$ cat src/rtl/fsm_trace_monitor.sv
// Trace monitor for the 6-state control FSM: classifies each sampled {m,n,t},
// keeps saturating per-class counters and flags illegal codes, long t-runs and S9/S6 ping-pong.
module fsm_trace_monitor #(
    parameter int CNT_W   = 8,
    parameter int RUN_MAX = 4,
    parameter int OSC_MAX = 3
) (
    input  logic             clk,
    input  logic             rst_b,
    input  logic             en,
    input  logic             clr,
    input  logic             m,
    input  logic             n,
    input  logic             t,
    input  logic [2:0]       sel,
    output logic [CNT_W-1:0] cnt_out,
    output logic [2:0]       cls,
    output logic             alarm,
    output logic             osc,
    output logic             err
);

    typedef enum logic [1:0] {MON_IDLE, MON_RUN, MON_ALARM, MON_ERR} mon_state_e;

    localparam logic [2:0]       CLS_ILL = 3'd7;
    localparam logic [CNT_W-1:0] RUN_LIM = CNT_W'(RUN_MAX);
    localparam logic [CNT_W-1:0] OSC_LIM = CNT_W'(OSC_MAX);

    mon_state_e       r_state;
    logic [CNT_W-1:0] r_cnt [5];
    logic [CNT_W-1:0] r_cnt_ill;
    logic [CNT_W-1:0] r_total;
    logic [CNT_W-1:0] r_run;
    logic [CNT_W-1:0] r_alt;
    logic [2:0]       r_cls;
    logic             r_alarm;
    logic             r_osc;
    logic             r_err;

    logic [2:0]       w_cls;
    logic             w_ill;
    logic             w_is_alt;
    logic [CNT_W-1:0] w_run_nxt;
    logic [CNT_W-1:0] w_alt_nxt;

    function automatic logic [CNT_W-1:0] sat_inc(input logic [CNT_W-1:0] v);
        return (v == '1) ? v : v + CNT_W'(1);
    endfunction

    always_comb begin
        // NOTE: default assignment first so every path drives w_cls and no latch is inferred.
        w_cls = CLS_ILL;
        case ({m, n, t})
            3'b100:  w_cls = 3'd0;
            3'b000:  w_cls = 3'd1;
            3'b001:  w_cls = 3'd2;
            3'b110:  w_cls = 3'd3;
            3'b010:  w_cls = 3'd4;
            default: w_cls = CLS_ILL;
        endcase
    end

    // In MON_IDLE there is no previous class, so the first sample never counts as an alternation.
    assign w_ill     = (w_cls == CLS_ILL);
    assign w_is_alt  = (r_state != MON_IDLE) &&
                       (((w_cls == 3'd3) && (r_cls == 3'd4)) || ((w_cls == 3'd4) && (r_cls == 3'd3)));
    assign w_run_nxt = t ? sat_inc(r_run) : '0;
    assign w_alt_nxt = w_is_alt ? sat_inc(r_alt) : '0;

    always_ff @(posedge clk) begin
        if (rst_b || clr) begin
            // NOTE: the counter array is read back through cnt_out, so every entry is cleared explicitly.
            for (int i = 0; i < 5; i++) r_cnt[i] <= '0;
            r_cnt_ill <= '0;
            r_total   <= '0;
            r_run     <= '0;
            r_alt     <= '0;
            r_cls     <= '0;
            r_osc     <= 1'b0;
        end else if (en) begin
            // NOTE: non-blocking assignments so every register sees pre-edge values of its peers.
            for (int i = 0; i < 5; i++) begin
                if (w_cls == 3'(i)) r_cnt[i] <= sat_inc(r_cnt[i]);
            end
            if (w_ill) r_cnt_ill <= sat_inc(r_cnt_ill);
            r_total <= sat_inc(r_total);
            r_run   <= w_run_nxt;
            r_alt   <= w_alt_nxt;
            r_cls   <= w_cls;
            r_osc   <= (w_alt_nxt >= OSC_LIM);
        end
    end

    always_ff @(posedge clk) begin
        if (rst_b || clr) begin
            r_state <= MON_IDLE;
            r_alarm <= 1'b0;
            r_err   <= 1'b0;
        end else if (en) begin
            case (r_state)
                MON_IDLE, MON_RUN: begin
                    if (w_ill) begin
                        r_state <= MON_ERR;
                        r_alarm <= 1'b0;
                        r_err   <= 1'b1;
                    end else if (w_run_nxt >= RUN_LIM) begin
                        r_state <= MON_ALARM;
                        r_alarm <= 1'b1;
                    end else begin
                        r_state <= MON_RUN;
                        r_alarm <= 1'b0;
                    end
                end
                MON_ALARM: begin
                    if (w_ill) begin
                        r_state <= MON_ERR;
                        r_alarm <= 1'b0;
                        r_err   <= 1'b1;
                    end else if (!t) begin
                        r_state <= MON_RUN;
                        r_alarm <= 1'b0;
                    end
                end
                MON_ERR: begin
                    r_alarm <= 1'b0;
                end
            endcase
        end
    end

    always_comb begin
        cnt_out = '0;
        case (sel)
            3'd0:    cnt_out = r_cnt[0];
            3'd1:    cnt_out = r_cnt[1];
            3'd2:    cnt_out = r_cnt[2];
            3'd3:    cnt_out = r_cnt[3];
            3'd4:    cnt_out = r_cnt[4];
            3'd5:    cnt_out = r_cnt_ill;
            3'd6:    cnt_out = r_total;
            default: cnt_out = r_run;
        endcase
    end

    assign cls   = r_cls;
    assign alarm = r_alarm;
    assign osc   = r_osc;
    assign err   = r_err;

endmodule

$ cat config.mk
export PLATFORM = sky130hd
export DESIGN_NAME = fsm_trace_monitor
export DESIGN_NICKNAME = d
export VERILOG_FILES = /design/src/rtl/fsm_trace_monitor.sv
export SDC_FILE = /design/constraint.sdc
export NUM_CORES = 1
export LEC_CHECK = 0
export ABC_AREA = 1
export CAP_MARGIN = 20
export CORE_ASPECT_RATIO = 1.75
export CORE_MARGIN = 4
export CORE_UTILIZATION = 43
export DETAILED_ROUTE_END_ITERATION = 8
export PLACE_DENSITY_LB_ADDON = 0.05
export SYNTH_ARGS = -nofsm -noshare
export SYNTH_HDL_FRONTEND = slang
export SYNTH_SLANG_ARGS = --single-unit
$ cat constraint.sdc
create_clock -name clk -period 1.8 [get_ports clk]
set_input_delay 0.36 -clock clk [delete_from_list [all_inputs] [get_ports clk]]
set_output_delay 0.36 -clock clk [all_outputs]
set_load 0.05 [all_outputs]
==> flow_metrics.env, run 1 <==
export IMPL_cts_buffers=9
export IMPL_whs_ps=466.0
export IMPL_swShare=0.2606
export IMPL_synth_seq_cells=80
export IMPL_crit_slowest_cell="edfxtp_1"
export IMPL_pwr_share_comb=0.153
export IMPL_drive_gt1_frac=0.3157
export IMPL_rsz0062_at_grt="true"
export IMPL_synthCells=594
export IMPL_min_period_over_period=1.095
export IMPL_routedWlPerCell_um=16.81
export IMPL_ys_warnings_count=0
export IMPL_avgViaCountPerCell=5.423
export IMPL_htreeDepth=3
export IMPL_final_nets=733
export IMPL_clock_path_buffers=2
export IMPL_pwr_share_seq=0.442
export IMPL_slew_headroom=0.6973
export IMPL_critPathKind="flop to primary output"
export IMPL_hold_class="flop to flop"
export IMPL_clockRootBuffer="clkbuf_16"
export IMPL_synth_nets=613
export IMPL_rows=50
export IMPL_intPower_mw=3.444
export IMPL_tightestPinTransition_ps=449.8
export IMPL_crit_required_ps=1440
export IMPL_fmax_ghz=0.5072
export IMPL_die_y_um=145.5
export IMPL_finClkSkew_ps=5.527
export IMPL_clkPwrFrac=0.405
export IMPL_antenna_found_initial=0
export IMPL_die_x_um=86.55
export IMPL_initial_core_util=0.4366
export IMPL_io_pins=24
export IMPL_final_antenna_net_count=0
export IMPL_synth_distinct_cells=41
export IMPL_clkTransAtPathRegs_ps=60
export IMPL_fin_crit_ps=1971
export IMPL_syn_to_final_growth_pct=36.49
export IMPL_cp_max_fo=3
export IMPL_startpoint_type="flop"
export IMPL_drt_iter0_markers=256
export IMPL_synth_area_mm2=0.004643
export IMPL_max_cap_viol_count=0
export IMPL_powerDensity_mw_per_mm2=735.0
export IMPL_syn_area_per_cell_um2=7.817
export IMPL_fin_area_mm2=0.006337
export IMPL_path_cells="inv_2 > o22ai_1 > a221oi_2 > o211ai_1 > clkbuf_16"
export IMPL_worst_slack_ps=-171.4
export IMPL_fin_setup_tns_ps=-1118
export IMPL_place_area_mm2=0.005624
export IMPL_place_congestion=0.8550
export IMPL_dr_total_vias=4604
export IMPL_grt_total_usage=0.2311
export IMPL_drc=0
export IMPL_cts_sinks=80
export IMPL_p_switching_mw=1.214
export IMPL_hpwl_um=11050
export IMPL_wirelength_um=14270
export IMPL_clk_latency_ps=340
export IMPL_antenna_cells=0
export IMPL_finalSetupViolations=16
export IMPL_dr_pass1_iters=4
export IMPL_grt_pass1_wl_um=22700
export IMPL_slowest_delay_ps=440
export IMPL_grt_overflow_total=0
export IMPL_vdd_drop_max_v=0.0004952
export IMPL_outcome="complete, but fails checks"
export IMPL_arrival_ps=1610
export IMPL_end_kind="primary output"
export IMPL_die_area_mm2=0.01259
export IMPL_violations="negative setup slack"
export IMPL_core_mm2=0.01064
export IMPL_tritoncts="built"
export IMPL_grt_max_degree=19
export IMPL_postCtsHoldBufs=0
export IMPL_synth_seq_area_share=0.4312
export IMPL_drv_slew=0
export IMPL_finalPower_mw=4.658
export IMPL_io_buffers=23
export IMPL_grt_pass1_vias=4813
export IMPL_p_leak_nw=2.602
export IMPL_hold_viol=0
==> final timing paths <==
path | startpoint | to | slack, ps | depth (start not counted)
min reg2reg | alarm$_SDFFE_PN0P_ | alarm$_SDFFE_PN0P_ | 470 | 2
min | alarm$_SDFFE_PN0P_ | alarm$_SDFFE_PN0P_ | 470 | 2
max reg2reg | r_cnt[0][32]$_SDFFCE_PP0P_ | r_cnt[0][36]$_SDFFCE_PP0P_ | -20 | 9
max | r_cnt[0][35]$_SDFFCE_PP0P_ | cnt_out[3] | -170 | 5
==> critical path, delay by kind of cell, from the launching register on <==
kind	cells	cell delay [ps]
flip-flops	1	440
buffers and inverters	2	340
AO/OA/AOI/OAI	3	480
==> cells in the mapped netlist <==
library cell	number	share of area
nand2_1	98	0.079
inv_1	96	0.078
nor2_1	64	0.052
a21oi_1	45	0.049
dfxtp_1	40	0.17
edfxtp_1	40	0.26
nand3_1	40	0.043
o21ai_0	30	0.032
o22ai_1	23	0.031
nor3_2	12	0.026
nor4_1	10	0.013
ha_1	9	0.024
a221oi_1	8	0.015
nor3b_2	8	0.022
o211ai_1	8	0.013
nor3_1	7	0.0075
a31oi_1	6	0.0081
nor2_2	5	0.0067
clkbuf_1	4	0.0032
inv_2	4	0.0032
nand4_1	4	0.0054
nor2_4	4	0.0097
o21ai_1	4	0.0043
buf_2	3	0.0032
nand2_2	3	0.0040
nand3_2	2	0.0043
o21bai_1	2	0.0032
xnor2_1	2	0.0038
a211oi_1	1	0.0016
a21oi_4	1	0.0035
a32oi_1	1	0.0019
a41oi_1	1	0.0019
buf_4	1	0.0016
buf_6	1	0.0024
nor3b_1	1	0.0016
o211a_1	1	0.0022
o21a_1	1	0.0016
o21ai_2	1	0.0019
o221ai_1	1	0.0019
or2_2	1	0.0013
xor2_1	1	0.0019
==> routing by layer <==
| layer | routed length, um | GRT usage | part of all wire |
|---|---|---|---|
| met2 | 7888 | 0.4383 | 0.55 |
| met1 | 5155 | 0.2258 | 0.36 |
| met4 | 771 | 0.1310 | 0.054 |
| met5 | 0 | 0 | 0 |
| met3 | 455 | 0.03796 | 0.032 |
==> sequential cells by signal (all words and copies together), names as in the netlist <==
| name | flops |
|---|---|
| r_cnt | 40 |
| r_alt | 8 |
| r_cnt_ill | 8 |
| r_run | 8 |
| r_total | 8 |
| cls | 3 |
| r_state | 2 |
| alarm | 1 |
| err | 1 |
| osc | 1 |
==> placed cells by master, fill, tap and decap left out, drive strengths merged, types with 8 or more instances in the layout <==
cell / instances
nand2: 101
nor3b: 9
a21oi: 46
edfxtp: 40
clkbuf: 17
o22ai: 23
buf: 106
inv: 100
nor2: 74
dfxtp: 40
a221oi: 8
o211ai: 8
nand3: 42
ha: 9
o21ai: 35
nor3: 19
nor4: 10
==> cells by family (layout without fill, tap and decap cells) <==
kind of cell | after synthesis | count (layout) | synth area share
flops | 80 | 80 | 0.4312
compound gates | 134 | 134 | 0.1719
buf+inv | 109 | 233 | 0.09135
xor+xnor | 3 | 3 | 0.005660
fa+ha+maj | 9 | 9 | 0.02425
simple gates | 259 | 260 | 0.2757
==> timing repair <==
item | 4_1_cts | 5_1_grt
endpoints found under the setup margin | 25 | 36
gates cloned | 1 | 0
gates resized for setup | 62 | 31
hold endpoints to repair | 0 | 0
pin swaps | 14 | 11
setup buffers | 10 | 14
==> power by group through the flow <==
stage / Combinational [mW] / Sequential, mW / Clock (mW)
6_report: 0.711 / 2.06 / 1.89
3_5_place_dp: 0.610 / 2.10 / 0
2_1_floorplan: 0.309 / 2.09 / 0
4_1_cts: 0.682 / 2.06 / 1.91
3_3_place_gp: 0.604 / 2.09 / 0
5_1_grt: 0.767 / 2.07 / 1.98
==> stage by stage <==
step	util	worst slack (ps)	cells
final	0.5959	-171.4	849
after global routing	0.5959	-242.6	849
after CTS	0.5796	-164.2	835
after detailed placement	0.5288	-588.7	808
after global placement	0.5288	-557.0	808
after floorplan	-	-59.70	594
==> final cells by class <==
class,instances,area [um2]
Fill cell,971,4298
Clock buffer,12,257.7
Tap cell,130,162.7
Timing Repair Buffer,117,1049
Inverter,100,382.9
Clock inverter,4,43.79
Multi-Input combinational cell,406,2440
Sequential cell,80,2002
No activity file was read; power rests on OpenSTA's default activity.
==> run 2: changes to the inputs <==
--- a/config.mk
+++ b/config.mk
@@ -5,13 +5,14 @@
 export SDC_FILE = /design/constraint.sdc
 export NUM_CORES = 1
 export LEC_CHECK = 0
-export ABC_AREA = 1
 export CAP_MARGIN = 20
 export CORE_ASPECT_RATIO = 1.75
 export CORE_MARGIN = 4
 export CORE_UTILIZATION = 43
 export DETAILED_ROUTE_END_ITERATION = 8
+export HOLD_SLACK_MARGIN = 0.06
 export PLACE_DENSITY_LB_ADDON = 0.05
 export SYNTH_ARGS = -nofsm -noshare
 export SYNTH_HDL_FRONTEND = slang
 export SYNTH_SLANG_ARGS = --single-unit
+export TNS_END_PERCENT = 10
==> flow_metrics.env, run 2 <==
export IMPL_synth_distinct_cells=63
export IMPL_hold_viol=0
export IMPL_die_y_um=147.7
export IMPL_grt_max_degree=42
export IMPL_core_mm2=0.01082
export IMPL_outcome="complete, but fails checks"
export IMPL_crit_required_ps=1440
export IMPL_synthAdderAreaFrac=0.02348
export IMPL_syn_to_final_growth_pct=30.94
export IMPL_top_register="r_cnt"
export IMPL_ys_warnings_count=0
export IMPL_synth_common_cells="77 x nor2_1, 46 x nand2_1, 40 x dfxtp_1, 40 x edfxtp_1, 34 x nand3_1"
export IMPL_synth_compound_area_frac=0.1698
export IMPL_swShare=0.2504
export IMPL_antenna_cells=0
export IMPL_place_congestion=0.8552
export IMPL_clk_latency_ps=330
export IMPL_die_x_um=87.83
export IMPL_intPower_mw=3.448
export IMPL_p_leak_nw=2.389
export IMPL_critPathKind="flop to primary output"
export IMPL_grt_overflow_total=0
export IMPL_synth_area_mm2=0.004796
export IMPL_synth_async_sr_flop_share=0
export IMPL_ys_flop_type="edfxtp_1"
export IMPL_vdd_drop_max_v=0.0005189
export IMPL_synthCells=541
export IMPL_yosysTopAreaCell="edfxtp_1"
export IMPL_cp_max_fo=2
export IMPL_finalSetupViolations=10
export IMPL_hpwl_um=10230
export IMPL_clock_path_buffers=2
export IMPL_tightestPinTransition_ps=391.7
export IMPL_dr_total_vias=4366
export IMPL_fmax_ghz=0.4821
export IMPL_synth_nets=560
export IMPL_drive_gt1_frac=0.2636
export IMPL_grt_pass1_vias=4310
export IMPL_drc=0
export IMPL_final_nets=640
export IMPL_largest_register_ffs=40
export IMPL_pwr_share_seq=0.445
export IMPL_fin_setup_tns_ps=-1794
export IMPL_synth_xor_area_frac=0.07305
export IMPL_rsz0062_at_grt="true"
export IMPL_final_util=0.5802
export IMPL_clockRootBuffer="clkbuf_16"
export IMPL_dr_pass1_iters=4
export IMPL_synth_mux_area_frac=0.04461
export IMPL_final_antenna_net_count=0
export IMPL_synth_top_family_by_area="simple AND/OR/NAND/NOR gates"
export IMPL_synth_edf_count=40
export IMPL_layout_commonest_cell="buf_4"
export IMPL_synth_seq_cells=80
export IMPL_end_kind="primary output"
export IMPL_hold_class="flop to flop"
export IMPL_synth_seq_area_share=0.4174
export IMPL_syn_area_per_cell_um2=8.865
export IMPL_grt_pass1_wl_um=22090
export IMPL_max_cap_viol_count=0
export IMPL_routedWlPerCell_um=18.02
export IMPL_synth_area_leaders="edfxtp_1 25%, dfxtp_1 17%, nor2_1 6.0%, xor2_1 4.2%, nand2_1 3.6%"
export IMPL_fin_crit_ps=2074
export IMPL_wirelength_um=13620
export IMPL_yosys_area_share_simple=0.2231
export IMPL_initial_core_util=0.4431
export IMPL_avgViaCountPerCell=5.775
export IMPL_drt_iter0_markers=239
export IMPL_grt_total_usage=0.2214
export IMPL_pwr_share_comb=0.147
export IMPL_cts_buffers=9
export IMPL_io_pins=24
export IMPL_clkPwrFrac=0.408
export IMPL_rows=50
export IMPL_io_buffers=23
export IMPL_die_area_mm2=0.01297
export IMPL_startpoint_type="flop"
export IMPL_p_switching_mw=1.151
export IMPL_arrival_ps=1710
export IMPL_layout_common_cells="76 x buf_4, 74 x nor2_1, 46 x nand2_1"
export IMPL_powerDensity_mw_per_mm2=732.4
export IMPL_yosysMostFrequentCell="nor2_1"
export IMPL_yosys_area_top_type_share=0.2505
export IMPL_worst_slack_ps=-274.3
export IMPL_finClkSkew_ps=4.771
export IMPL_drv_slew=0
export IMPL_cts_sinks=80
export IMPL_violations="negative setup slack"
export IMPL_htreeDepth=3
export IMPL_tritoncts="built"
export IMPL_min_period_over_period=1.152
export IMPL_clkTransAtPathRegs_ps=60
export IMPL_antenna_found_initial=0
export IMPL_slew_headroom=0.7388
run 2: cell count changes after synthesis, sizes merged, moves of 14 or more:
cell and change:
clkbuf +14, xor2 +22, nand2 -55, and3 +18
xnor2 +15, a21oi -23, o22ai -20, inv -84
run 2: timing repair:
| item | in CTS | in global routing |
|---|---|---|
| setup endpoints to repair | 11 | 24 |
| hold buffers | 0 | 0 |
| resized for setup | 28 | 18 |
| cloned | 2 | 0 |
| setup buffers | 1 | 0 |
| pin swaps | 3 | 2 |
run 2: cells by family after synthesis:
logic type,after synthesis
adders and majority gates,9
xor gates and xnor gates,40
DFF,80
buffers and inverters,53
muxes,17
and+or+nand+nor,224
AOI/OAI and AO/OA,118
run 2: layout make-up:
class / count / area (um2)
multi-input combinational: 408 / 2723
inverter: 17 / 63.81
clock buffer: 13 / 261.5
fill: 985 / 4543
tap: 130 / 162.7
timing repair buffer: 105 / 1025
clock inverter: 3 / 40.04
sequential: 80 / 2004
run 2: power by group through the flow:
stage          Combinational, mW  Sequential (mW)  Clock [mW]
2_1_floorplan              0.340             2.07           0
3_3_place_gp               0.614             2.09           0
3_5_place_dp               0.624             2.09           0
4_1_cts                    0.668             2.05        1.92
5_1_grt                    0.725             2.05        1.99
6_report                   0.675             2.05        1.88
run 2: critical path, stage by stage (launching register included):
cell and delay [ps]:
edfxtp_1 430, mux2i_2 210, nor2_1 60, a311oi_1 200
a21oi_1 90, o22a_2 220, buf_6 160
run 2: final timing paths:
path / slack (ps) / start / cells past startpoint / to
worst max-delay path: -270 / r_cnt[0][3]$_SDFFCE_PP0P_ / 6 / cnt_out[3]
worst max register to register: -30 / r_run[0]$_SDFFE_PN0P_ / 6 / alarm$_SDFFE_PN0P_
worst min-delay path: 490 / err$_SDFFE_PN0P_ / 2 / err$_SDFFE_PN0P_
worst min register to register: 490 / err$_SDFFE_PN0P_ / 2 / err$_SDFFE_PN0P_
run 2: per-layer routing:
layer | GRT usage | part of all wire | vias up
met5 | 0 | 0 | -
met4 | 0.1083 | 0.035 | 0
met3 | 0.02900 | 0.035 | 26
met2 | 0.3867 | 0.53 | 82
met1 | 0.2595 | 0.40 | 2136
li1 | - | - | 2122
run 2: stage by stage:
| step | std cells | worst slack, ps | hold WS, ps | area, um2 | total power [mW] |
|---|---|---|---|---|---|
| after floorplan | 541 | -46.67 | 487.6 | 4853 | 2.414 |
| after global placement | 737 | -604.3 | 475.7 | 5779 | 2.701 |
| after detailed placement | 737 | -625.4 | 469.3 | 5779 | 2.711 |
| after CTS | 756 | -289.7 | 493.1 | 6222 | 4.634 |
| after global routing | 756 | -347.5 | 503.2 | 6280 | 4.768 |
| final | 756 | -274.3 | 491.4 | 6280 | 4.599 |
